[src/rtl/eth_helper_pkg.sv]
// eth_helper_pkg: frame layout constants and parser state type shared by the framer and parser.
package eth_helper_pkg;
    localparam int BEAT_W = 3;
    localparam logic [BEAT_W-1:0] BEAT_HDR0 = 3'd0;
    localparam logic [BEAT_W-1:0] BEAT_HDR1 = 3'd1;
    localparam logic [BEAT_W-1:0] PAYLOAD_BEAT = 3'd4;
    localparam logic [BEAT_W-1:0] BEAT_TRAILER = 3'd7;
    localparam logic [23:0] TRAILER_WORD = 24'h001337;
    localparam logic [7:0] TRAILER_KEEP = 8'h07;
    localparam logic [47:0] BROADCAST_ADDR = 48'hFFFF_FFFF_FFFF;
    typedef enum logic [2:0] {IDLE, HDR, BODY, TRAILER, DRAIN} parser_state_t;
endpackage

[src/rtl/eth_payload_out_reg.sv]
// eth_payload_out_reg: single-entry AXIS output register; s_ready is the registered inverse of the next valid.
module eth_payload_out_reg #(
    parameter int DATA_WIDTH = 64
) (
    input  logic                    ACLK,
    input  logic                    ARESETN,
    input  logic                    load,
    input  logic [DATA_WIDTH-1:0]   load_data,
    output logic [DATA_WIDTH-1:0]   M_AXIS_tdata,
    output logic [DATA_WIDTH/8-1:0] M_AXIS_tkeep,
    output logic                    M_AXIS_tvalid,
    output logic                    M_AXIS_tlast,
    input  logic                    M_AXIS_tready,
    output logic                    s_ready
);
    logic valid_n;

    always_comb valid_n = load || (M_AXIS_tvalid && !M_AXIS_tready);

    always_ff @(posedge ACLK) begin
        if (!ARESETN) begin
            M_AXIS_tdata  <= '0;
            M_AXIS_tkeep  <= '0;
            M_AXIS_tvalid <= 1'b0;
            M_AXIS_tlast  <= 1'b0;
            s_ready       <= 1'b0;
        end else begin
            M_AXIS_tvalid <= valid_n;
            M_AXIS_tlast  <= valid_n;
            M_AXIS_tkeep  <= {(DATA_WIDTH/8){valid_n}};
            s_ready       <= !valid_n;
            if (load) M_AXIS_tdata <= load_data;
        end
    end
endmodule

[src/rtl/eth_single_packet_parser.sv]
// eth_single_packet_parser: checks fixed-layout 8-beat frames and emits the single payload beat of each good one.
// Only DATA_WIDTH=64 and FRAME_BEATS=8 are supported.
module eth_single_packet_parser #(
    parameter int          DATA_WIDTH    = 64,
    parameter int          FRAME_BEATS   = 8,
    parameter logic [2:0]  PAYLOAD_BEAT  = eth_helper_pkg::PAYLOAD_BEAT,
    parameter logic [23:0] TRAILER_WORD  = eth_helper_pkg::TRAILER_WORD,
    parameter bit          CHECK_PADDING = 1'b0,
    parameter int          CNT_WIDTH     = 16
) (
    input  logic                    ACLK,
    input  logic                    ARESETN,
    input  logic [DATA_WIDTH-1:0]   S_AXIS_tdata,
    input  logic [DATA_WIDTH/8-1:0] S_AXIS_tkeep,
    input  logic                    S_AXIS_tvalid,
    input  logic                    S_AXIS_tlast,
    output logic                    S_AXIS_tready,
    output logic [DATA_WIDTH-1:0]   M_AXIS_tdata,
    output logic [DATA_WIDTH/8-1:0] M_AXIS_tkeep,
    output logic                    M_AXIS_tvalid,
    output logic                    M_AXIS_tlast,
    input  logic                    M_AXIS_tready,
    input  logic [47:0]             Local_Addr,
    input  logic                    Accept_Broadcast,
    input  logic [15:0]             Link_Type,
    input  logic [15:0]             SyncWord,
    output logic [47:0]             Rx_Source_Addr,
    output logic [CNT_WIDTH-1:0]    Frames_Ok,
    output logic [CNT_WIDTH-1:0]    Frames_Dropped,
    output logic                    Frame_Error
);
    import eth_helper_pkg::*;

    localparam logic [2:0] LAST_BEAT   = 3'(FRAME_BEATS - 1);
    localparam logic [2:0] PRE_TRAILER = 3'(FRAME_BEATS - 2);

    parser_state_t state_q, state_n;
    logic [2:0] cnt_q, cnt_n;
    logic bad_q, beat_bad, frame_bad, dst_ok, is_pad, acc, good, drop, ferr;
    logic [47:0] src_q;
    logic [DATA_WIDTH-1:0] payload_q;

    always_comb begin
        acc = S_AXIS_tvalid && S_AXIS_tready;
        dst_ok = S_AXIS_tdata[47:0] == Local_Addr || (Accept_Broadcast && S_AXIS_tdata[47:0] == BROADCAST_ADDR);
        is_pad = cnt_q > BEAT_HDR1 && cnt_q < LAST_BEAT && cnt_q != PAYLOAD_BEAT;
        beat_bad = state_q != DRAIN && (
            S_AXIS_tkeep != (state_q == TRAILER ? TRAILER_KEEP : 8'hFF) ||
            (state_q == IDLE && !dst_ok) ||
            (state_q == HDR && (S_AXIS_tdata[63:48] != SyncWord || S_AXIS_tdata[47:32] != Link_Type)) ||
            (state_q == BODY && CHECK_PADDING && is_pad && S_AXIS_tdata != '0) ||
            (state_q == TRAILER && S_AXIS_tdata[23:0] != TRAILER_WORD));
        frame_bad = bad_q || beat_bad;
        good = acc && S_AXIS_tlast && state_q == TRAILER && !frame_bad;
        drop = acc && S_AXIS_tlast && !good;
        ferr = acc && S_AXIS_tlast && state_q != TRAILER;
        cnt_n = !acc ? cnt_q : (S_AXIS_tlast || state_q == TRAILER || state_q == DRAIN) ? 3'd0 : cnt_q + 1'b1;
        state_n = state_q;
        if (acc) begin
            if (S_AXIS_tlast) state_n = IDLE;
            else if (state_q == TRAILER || state_q == DRAIN) state_n = DRAIN;
            else if (cnt_q == BEAT_HDR0) state_n = HDR;
            else if (cnt_q == PRE_TRAILER) state_n = TRAILER;
            else state_n = BODY;
        end
    end

    always_ff @(posedge ACLK) begin
        if (!ARESETN) begin
            state_q <= IDLE;
            cnt_q   <= '0;
        end else begin
            state_q <= state_n;
            cnt_q   <= cnt_n;
        end
    end

    // Bad flag is sticky within a frame and cleared by whatever beat ends it.
    always_ff @(posedge ACLK) begin
        if (!ARESETN) begin
            bad_q          <= 1'b0;
            src_q          <= '0;
            payload_q      <= '0;
            Rx_Source_Addr <= '0;
            Frames_Ok      <= '0;
            Frames_Dropped <= '0;
            Frame_Error    <= 1'b0;
        end else begin
            Frame_Error <= ferr;
            if (acc) bad_q <= S_AXIS_tlast ? 1'b0 : frame_bad;
            if (acc && state_q == IDLE) src_q[15:0] <= S_AXIS_tdata[63:48];
            if (acc && state_q == HDR) src_q[47:16] <= S_AXIS_tdata[31:0];
            if (acc && state_q == BODY && cnt_q == PAYLOAD_BEAT) payload_q <= S_AXIS_tdata;
            if (good) begin
                Rx_Source_Addr <= src_q;
                Frames_Ok      <= Frames_Ok + 1'b1;
            end
            if (drop) Frames_Dropped <= Frames_Dropped + 1'b1;
        end
    end

    eth_payload_out_reg #(.DATA_WIDTH(DATA_WIDTH)) u_out (
        .ACLK          (ACLK),
        .ARESETN       (ARESETN),
        .load          (good),
        .load_data     (payload_q),
        .M_AXIS_tdata  (M_AXIS_tdata),
        .M_AXIS_tkeep  (M_AXIS_tkeep),
        .M_AXIS_tvalid (M_AXIS_tvalid),
        .M_AXIS_tlast  (M_AXIS_tlast),
        .M_AXIS_tready (M_AXIS_tready),
        .s_ready       (S_AXIS_tready)
    );
endmodule

[config.mk]
export PLATFORM = sky130hd
export DESIGN_NAME = eth_single_packet_parser
export DESIGN_NICKNAME = d
export VERILOG_FILES = /design/src/rtl/eth_helper_pkg.sv /design/src/rtl/eth_payload_out_reg.sv /design/src/rtl/eth_single_packet_parser.sv
export SDC_FILE = /design/constraint.sdc
export NUM_CORES = 1
export LEC_CHECK = 0
export CORE_MARGIN = 2
export CORE_UTILIZATION = 49
export DETAILED_ROUTE_END_ITERATION = 8
export PLACE_DENSITY_LB_ADDON = 0.1
export SYNTH_ARGS = -nofsm -noshare
export SYNTH_HDL_FRONTEND = slang
export SYNTH_HIERARCHICAL = 1
export SYNTH_SLANG_ARGS = --single-unit
[constraint.sdc]
create_clock -name ACLK -period 5.5 [get_ports ACLK]
set_input_delay 0.55 -clock ACLK [delete_from_list [all_inputs] [get_ports ACLK]]
set_output_delay 0.55 -clock ACLK [all_outputs]
set_load 0.03 [all_outputs]
==> results of run 1 <==
[Yosys cell counts, drive strengths merged, types with 2 or more instances]
library cell and number:
or4 23, and4 2, a21oi 195, and3 3, inv 10, nor4 20, ha 5, and2 2
o21ai 10, o31ai 20, nand4 35, dfxtp 266, nor3 12, xor2 48, nand3 16, or3 10
nor2b 66, clkbuf 63, nor2 18, nand4b 3, xnor2 34, buf 28, nand2 341, mux2i 64
[layout make-up]
| type | instances | area, um2 |
|---|---|---|
| inverters | 10 | 43.8 |
| diodes | 1 | 2.50 |
| multi-input cells | 940 | 5320 |
| clock inverters | 9 | 95.1 |
| repair buffers | 324 | 3210 |
| well taps | 285 | 357 |
| fillers | 1902 | 7400 |
| clock buffers | 41 | 821 |
| flip-flops and latches | 266 | 5330 |
[worst min-delay path, delay by kind of cell, from the launching register on]
family / cells / cell delay, ns
AO/OA/AOI/OAI: 1 / 0.05
flip-flops: 1 / 0.30
AND/OR/NAND/NOR: 1 / 0.05
[power by group]
part | internal, mW | total, mW | switching [mW]
Sequential | 1.94 | 1.95 | 0.00779
Clock | 1.12 | 1.88 | 0.762
Combinational | 0.153 | 0.316 | 0.163
[cells by family after synthesis]
logic type,share of synthesized area [%]
simple gates,23.5
flops,47.5
compound gates,11.1
buf+inv,5.17
xor+xnor,6.41
mux,5.72
fa+ha+maj,0.558
[sequential cells by signal (all words and copies together) (netlist names)]
| register | count |
|---|---|
| Rx_Source_Addr | 48 |
| u_out/M_AXIS_tdata | 64 |
| cnt_q | 3 |
| Frames_Ok | 16 |
| bad_q | 1 |
| state_q | 3 |
| payload_q | 64 |
| Frames_Dropped | 16 |
| u_out/s_ready | 1 |
| src_q | 48 |
| u_out/M_AXIS_tkeep | 1 |
| Frame_Error | 1 |
[metrics by stage]
step                util (%)  cell area [um2]  setup WS (ns)  cells
floorplan                  -            11200           3.18   1308
global placement        63.1            14300           1.79   1825
detailed placement      63.1            14300           1.66   1825
CTS                     67.2            15200           2.22   1875
global route            67.2            15200           2.07   1876
finish                  67.2            15200           2.16   1876
[final timing paths]
kind	end	slack [ns]	start	cells past startpoint
max	u_out/M_AXIS_tdata[40]	2.16	S_AXIS_tdata[20]	8
min reg2reg	Rx_Source_Addr[29]	0.45	Rx_Source_Addr[29]	2
min	Rx_Source_Addr[29]	0.45	Rx_Source_Addr[29]	2
max reg2reg	u_out/M_AXIS_tdata[40]	2.68	state_q[2]	7
[per-layer routing]
| layer | vias to the layer above | part of all wire [%] | global-route usage [%] |
|---|---|---|---|
| li1 | 4965 | - | - |
| met1 | 4880 | 44 | 40.2 |
| met2 | 442 | 46 | 44.4 |
| met3 | 79 | 7.2 | 4.65 |
| met4 | 0 | 3.5 | 11.3 |
| met5 | - | 0 | 0 |
==> run summary, run 1 <==
Clock Skew: 0.0140 ns
CTS Hold Buffers Added: 0
Cell family with most CP delay: buffers and inverters
Die Span X: 155 um
Site row count: 55
Largest stage delay, worst path: 0.70 ns
I/O Pins: 314
DRC: 0
Peak VDD IR: 0.183 mV
Largest area contributor in the netlist: dfxtp_1
Commonest non-fill, non-tap cell in the layout: nand2_1
Tcrit/Tclk final: 60.8%
Via count: 10400
Post-synth EDFFs: 0
Synth Instances: 1308
CP endpoint kind: flop
Routed len/inst: 19.1 um
Initial Util: 49.6%
Num CTS Buffers: 28
Number of max-capacitance violations reported: 0
Post-DP HPWL: 24900 um
CP bufs+invs: 3
Cells taking the most area after synthesis: dfxtp_1 (48%), nand2_1 (11%), a21oi_1 (8.7%), mux2i_1 (5.7%), xor2_1 (3.8%)
Clk sink count: 266
Avg Cell Area, Syn: 8.56 um2
Slowest-stage cell, CP: clkinv_2
Hold WC Path Type: reg2reg
Relative slew slack: 23.1%
Crit path DAT: 3.77 ns
Setup TNS: 0 ns
Post-CTS Repair Setup Buffers: 0
Area Overhead vs Synth: 35.4%
Largest net degree at the start of global routing: 138
Crit path max fanout: 39
Initial antenna violation count: 1
Pins Over Slew Limit: 0
Die area: 0.0241 mm2
GPL Wtd Cong: 0.893
GRT overflow: 0
CP Cell Sequence: clkdlybuf4s50_1 -> or4_4 -> nor4_4 -> nand3_2 -> clkinv_2 -> buf_4 -> mux2i_1 -> nor2b_1
Hold WS: 0.448 ns
Cell leakage power: 4.84 nW
WS Path Type: in2reg
RSZ-0062 raised after global routing: false
Post-cts sizing count: 0
Hold Fails Final Rpt: 0
CTS Root Cell: clkbuf_16
Fmax: 0.299 GHz
PwrDens: 273 mW/mm2
Post-Syn Area: 0.0112 mm2
Synth top area share: 47.5%
Least-Margin Pin Slew: 1.15 ns
Gr usage total: 28.7%
Layout cells sized above 1: 4.40%
CORE AREA: 0.0226 mm2
TritonCTS clock tree: built
Primary FF master, synth: dfxtp_1
Skew-Pair Late Insertion Delay: 0.54 ns
Most frequent cells in the layout: nand2_1 (341), clkdlybuf4s50_1 (312), dfxtp_1 (266)
Post-DR vias/cell: 5.53
Post-synth ARST share: 0%
CTS clk-pin slew, worst paths: 0.06 ns
Total length of routed wires: 35800 um
Port-buffer cells: 313
Netlist cell types: 46
FF+latch count, synth: 266
Initial DRC Count: 816
Seq/Total Area, Yosys: 47.5%
Synth Net Count: 1471
Endpoints failing setup: 0
Status: complete, no violations
First-pass DRT Iterations: 5
Final nets: 1733
CP required: 5.92 ns
H-tree Lvls: 1
DRT antenna net count: 0
Die height: 155 um
First-pass GRT wire length: 54100 um
Final min period: 3.34 ns
Worst Setup Start Kind: input port
Synth Warn #: 6
Vias in the first global route: 9528
Power, Total: 4.14 mW
Worst-case clock buffer depth: 3
No activity file was read; power rests on OpenSTA's default activity.
==> run 2: changes to the inputs <==
--- a/config.mk
+++ b/config.mk
@@ -6,7 +6,7 @@
 export NUM_CORES = 1
 export LEC_CHECK = 0
 export CORE_MARGIN = 2
-export CORE_UTILIZATION = 49
+export CORE_UTILIZATION = 48
 export DETAILED_ROUTE_END_ITERATION = 8
 export PLACE_DENSITY_LB_ADDON = 0.1
 export SYNTH_ARGS = -nofsm -noshare
==> constraint.sdc (replaced) <==
create_clock -name ACLK -period 3.45 [get_ports ACLK]
set_input_delay 0.345 -clock ACLK [delete_from_list [all_inputs] [get_ports ACLK]]
set_output_delay 0.345 -clock ACLK [all_outputs]
set_load 0.03 [all_outputs]
==> run summary, run 2 (synthesis results as in run 1) <==
GR met2 Demand/Resource: 45.0% (+0.63 points)
Vias in the first global route: 9632 (+1.1%)
CORE AREA: 0.0228 mm2 (+0.91%)
Relative slew slack: 49.5% (+26 points)
Commonest non-fill, non-tap cell in the layout: nand2_1
Die height: 157 um (+1.0%)
Via count: 10300 (-0.29%)
Post-DR vias/cell: 5.36 (-3.0%)
Site row count: 55 (unchanged)
Num CTS Buffers: 28 (unchanged)
I/O Pins: 314 (unchanged)
Initial antenna violation count: 1 (unchanged)
Post-DP HPWL: 25600 um (+2.8%)
Cell leakage power: 5.01 nW (+3.6%)
DRT antenna net count: 0 (unchanged)
GRT overflow: 0 (unchanged)
Worst Setup Start Kind: input port
Least-Margin Pin Slew: 0.758 ns (-0.396 ns)
Setup crit start: S_AXIS_tdata[19]
Clk sink count: 266 (unchanged)
Fmax: 0.399 GHz
WS Path Type: in2reg
First-pass DRT Iterations: 5 (unchanged)
Initial DRC Count: 710 (-13%)
Area Overhead vs Synth: 38.7%
GPL Wtd Cong: 0.905 (+1.3%)
Most frequent cells in the layout: nand2_1 (341), clkdlybuf4s50_1 (312), dfxtp_1 (266)
Pins Over Slew Limit: 0 (unchanged)
Post-cts sizing count: 0 (unchanged)
Flop-to-flop setup slack: 1.14 ns (-1.54 ns)
Met1 Usage GRT: 38.0% (-2.3 points)
TritonCTS clock tree: built
Port-buffer cells: 313 (unchanged)
Clock Skew: 0.0134 ns (-0.000574 ns)
H-tree Lvls: 1 (unchanged)
Skew-Pair Late Insertion Delay: 0.54 ns (about the same)
Worst Hold Path Cells: 3 (+1)
CP required: 3.87 ns (-2.05 ns)
Initial Util: 49.2% (-0.45 points)
DRC: 0 (unchanged)
FF-to-FF End: Frames_Ok[11]
Die Span X: 157 um (+1.0%)
Die area: 0.0246 mm2 (+2.0%)
Hold Fails Final Rpt: 0 (unchanged)
Gr busiest metal: met2
Biggest regs: payload_q: 64 flops, u_out/M_AXIS_tdata: 64 flops
R2R Path Start: state_q[1]
Worst-case clock buffer depth: 3 (unchanged)
Gr usage total: 28.1% (-0.55 points)
Number of max-capacitance violations reported: 0 (unchanged)
Final min period: 2.51 ns
PwrDens: 447 mW/mm2 (+64%)
Status: complete, no violations
R2R depth: 5 (-2)
CTS clk-pin slew, worst paths: 0.06 ns (about the same)
Hold WS: 0.367 ns (-0.0810 ns)
RSZ-0062 raised after global routing: false
Total length of routed wires: 36200 um (+1.2%)
First-pass GRT wire length: 53800 um (-0.51%)
Tcrit/Tclk final: 72.6%
Setup TNS: 0 ns (unchanged)
CP endpoint kind: flop
Hold_sp: ARESETN
Endpoints failing setup: 0 (unchanged)
Crit path max fanout: 5 (-87%)
Routed len/inst: 18.8 um (-1.6%)
Final nets: 1756 (+1.3%)
Hold path endpoint: Rx_Source_Addr[9]
Peak VDD IR: 0.304 mV (+66%)
Final Util: 68.2% (+0.98 points)
Post-CTS Repair Setup Buffers: 0 (unchanged)
Met3 Usage GRT: 5.07% (+0.42 points)
Layout cells sized above 1: 6.07% (+1.7 points)
Largest net degree at the start of global routing: 90 (-35%)
Hold WC Path Type: in2reg
CTS Hold Buffers Added: 0 (unchanged)
CTS Root Cell: clkbuf_16
Crit path DAT: 2.92 ns (-0.85 ns)
[run 2: changes by cell type in the layout (fill, tap and decap cells not counted), moves of 2 or more]
| cell | change |
|---|---|
| buf_4 | +20 |
| buf_12 | +3 |
| bufinv_16 | +3 |
| clkbuf_1 | -3 |
| clkbuf_8 | +3 |
| clkinv_2 | -2 |
[run 2: worst max-delay path by stage]
stage                                         to  depth (start not counted)
after CTS                                  bad_q                          7
after global routing                       bad_q                          7
after floorplan           u_out/M_AXIS_tdata[21]                          9
final                                      bad_q                          7
after detailed placement                   bad_q                          7
after global placement    u_out/M_AXIS_tdata[47]                          8
[run 2: layout make-up]
class	count	area (um2)
Sequential cell	266	5330
Multi-Input combinational cell	940	5320
Inverter	10	45.0
Fill cell	1929	7250
Antenna cell	1	2.50
Clock inverter	11	180
Clock buffer	41	851
Timing Repair Buffer	347	3420
Tap cell	313	392
[run 2: layer usage]
layer  routed length (um)  vias to the layer above
met5                    0                        -
met4                 1150                        0
met2                16800                      417
met1                15500                     4846
li1                     -                     4990
met3                 2780                       83
[run 2: critical path, stage by stage]
cell and delay, ns:
clkdlybuf4s50_1 0.71, xor2_1 0.29, nor4_1 0.53, nand4_1 0.22, o311ai_0 0.55, buf_4 0.22, nand4_1 0.06
[run 2: through the flow]
stage | worst slack (ns) | area [um2] | instances | power, mW
5_1_grt | 0.889 | 15500 | 1929 | 7.12
3_3_place_gp | 0.528 | 14500 | 1876 | 3.68
4_1_cts | 1.00 | 15500 | 1928 | 6.96
2_1_floorplan | 1.33 | 11200 | 1308 | 3.34
6_report | 0.944 | 15500 | 1929 | 6.94
3_5_place_dp | 0.465 | 14500 | 1876 | 3.68
[run 2: where the power goes]
| part | internal [mW] | leakage [nW] | switching (mW) |
|---|---|---|---|
| Sequential | 3.09 | 2.14 | 0.0120 |
| Clock | 2.07 | 0.514 | 1.25 |
| Combinational | 0.257 | 2.36 | 0.263 |
==> run 3: changes to the inputs <==
--- a/config.mk
+++ b/config.mk
@@ -6,7 +6,7 @@
 export NUM_CORES = 1
 export LEC_CHECK = 0
 export CORE_MARGIN = 2
-export CORE_UTILIZATION = 48
+export CORE_UTILIZATION = 44
 export DETAILED_ROUTE_END_ITERATION = 8
 export PLACE_DENSITY_LB_ADDON = 0.1
 export SYNTH_ARGS = -nofsm -noshare
==> constraint.sdc (replaced) <==
create_clock -name ACLK -period 2.05 [get_ports ACLK]
set_input_delay 0.205 -clock ACLK [delete_from_list [all_inputs] [get_ports ACLK]]
set_output_delay 0.205 -clock ACLK [all_outputs]
set_load 0.03 [all_outputs]
==> run summary, run 3 (synthesis results as in run 1) <==
Area Overhead vs Synth: 46.6%
Worst Setup Start Kind: input port
R2R Path Start: state_q[2]
Number of max-capacitance violations reported: 0 (unchanged)
Layout Cells excl Fill: 2048 (+6.2%)
CP Cell Sequence: clkdlybuf4s50_1 -> or4_4 -> nor3_4 -> nand4_1 -> buf_4 -> or4_1 -> a21oi_1
Peak VDD IR: 0.786 mV (+160%)
RSZ-0062 raised after global routing: false
Biggest regs: payload_q: 64 flops, u_out/M_AXIS_tdata: 64 flops
DRC: 0 (unchanged)
Gr usage total: 27.5% (-0.65 points)
Crit path max fanout: 9 (+4)
Most frequent cells in the layout: nand2_1 (341), clkdlybuf4s50_1 (310), dfxtp_1 (265)
CTS Root Cell: clkbuf_16
CP required: 2.52 ns (-1.35 ns)
Commonest non-fill, non-tap cell in the layout: nand2_1
Die height: 164 um (+4.3%)
Total length of routed wires: 38000 um (+4.9%)
H-tree Lvls: 1 (unchanged)
Skew-Pair Late Insertion Delay: 0.54 ns (about the same)
Tcrit/Tclk final: 96.6%
Pins Over Slew Limit: 0 (unchanged)
Power, Total: 11.7 mW (+69%)
WS Path Type: in2reg
Via count: 10700 (+3.5%)
First-pass DRT Iterations: 5 (unchanged)
Final min period: 1.98 ns
Worst-case clock buffer depth: 3 (unchanged)
Routed len/inst: 18.6 um (-1.2%)
Setup crit start: S_AXIS_tkeep[5]
Setup TNS: 0 ns (unchanged)
DRT antenna net count: 0 (unchanged)
Vias in the first global route: 10100 (+4.5%)
Hold WS: 0.0650 ns (-0.302 ns)
Largest net degree at the start of global routing: 78 (-13%)
Initial Util: 44.6% (-4.6 points)
Least-Margin Pin Slew: 0.457 ns (-0.301 ns)
Num CTS Buffers: 28 (unchanged)
Largest stage delay, worst path: 0.58 ns (-0.13 ns)
Placed Area: 0.0153 mm2 (+5.7%)
Endpoints failing setup: 0 (unchanged)
I/O Pins: 314 (unchanged)
Design Area, Final: 0.0164 mm2 (+5.7%)
CP endpoint kind: flop
Initial antenna violation count: 1 (unchanged)
CTS clk-pin slew, worst paths: 0.06 ns (about the same)
Port-buffer cells: 313 (unchanged)
Cell leakage power: 5.55 nW (+11%)
GRT overflow: 0 (unchanged)
Clk sink count: 266 (unchanged)
First-pass GRT wire length: 56800 um (+5.6%)
Fmax: 0.505 GHz
Initial DRC Count: 934 (+32%)
Placed cells: 1990 (+6.1%)
Hold_sp: ARESETN
Slowest-stage cell, CP: or4_4
Post-DP HPWL: 28100 um (+9.7%)
Hold WC Path Type: in2reg
Die area: 0.0268 mm2 (+8.9%)
Hold Fails Final Rpt: 0 (unchanged)
Status: complete, no violations
Clock Skew: 0.00882 ns (-0.00463 ns)
TritonCTS clock tree: built
Relative slew slack: 69.6% (+20 points)
Crit path DAT: 2.45 ns (-0.47 ns)
Site row count: 58 (+5.5%)
Layout cells sized above 1: 12.0% (+5.9 points)
Post-DR vias/cell: 5.23 (-2.5%)
Die Span X: 164 um (+4.3%)
CORE AREA: 0.0251 mm2 (+10%)
Final nets: 1858 (+5.8%)
GPL Wtd Cong: 0.915 (+1.2%)
PwrDens: 714 mW/mm2 (+60%)
-- run 3: area by class of cell --
cell class / instances / area, um2
Antenna cell: 1 / 2.50
Timing Repair Buffer: 448 / 4260
Fill cell: 2207 / 8690
Multi-Input combinational cell: 941 / 5350
Tap cell: 330 / 413
Inverter: 10 / 47.5
Clock buffer: 42 / 875
Clock inverter: 10 / 153
Sequential cell: 266 / 5330
-- run 3: power breakdown --
| group | internal, mW | switching, mW | leakage (nW) |
|---|---|---|---|
| clock network | 3.44 | 2.08 | 0.509 |
| logic | 0.520 | 0.476 | 2.90 |
| registers | 5.20 | 0.0176 | 2.14 |
-- run 3: path summary, 6_finish.rpt --
kind	end	slack [ns]	cells past startpoint
max	Frames_Ok[9]	0.07	7
min	state_q[1]	0.07	3
max reg2reg	Frames_Dropped[15]	0.08	6
min reg2reg	Rx_Source_Addr[18]	0.45	2
-- run 3: what timing repair did --
item                                    in CTS  in global routing
resized for setup                            4                  8
cloned                                       0                  1
setup buffers                                1                  3
hold buffers                                 0                  0
pin swaps                                    1                  4
endpoints found under the setup margin      70                 27
-- run 3: routing by layer --
metal | track usage, % | part of all wire [%]
met1 | 37.6 | 44
met2 | 44.8 | 47
met3 | 5.23 | 7.3
met4 | 6.70 | 1.9
met5 | 0 | 0
-- run 3: worst max-delay path, delay by kind of cell --
| family | cells | cell delay, ns |
|---|---|---|
| AO/OA/AOI/OAI | 1 | 0.15 |
| buffers and inverters | 2 | 0.66 |
| AND/OR/NAND/NOR | 4 | 1.43 |
-- run 3: through the flow --
step / util [%] / setup slack (ns)
final: 65.4 / 0.0690
after global routing: 65.4 / 0.000787
after CTS: 65.2 / 0.0197
after detailed placement: 61.0 / -0.758
after global placement: 61.0 / -0.799
after floorplan: - / 0.0199
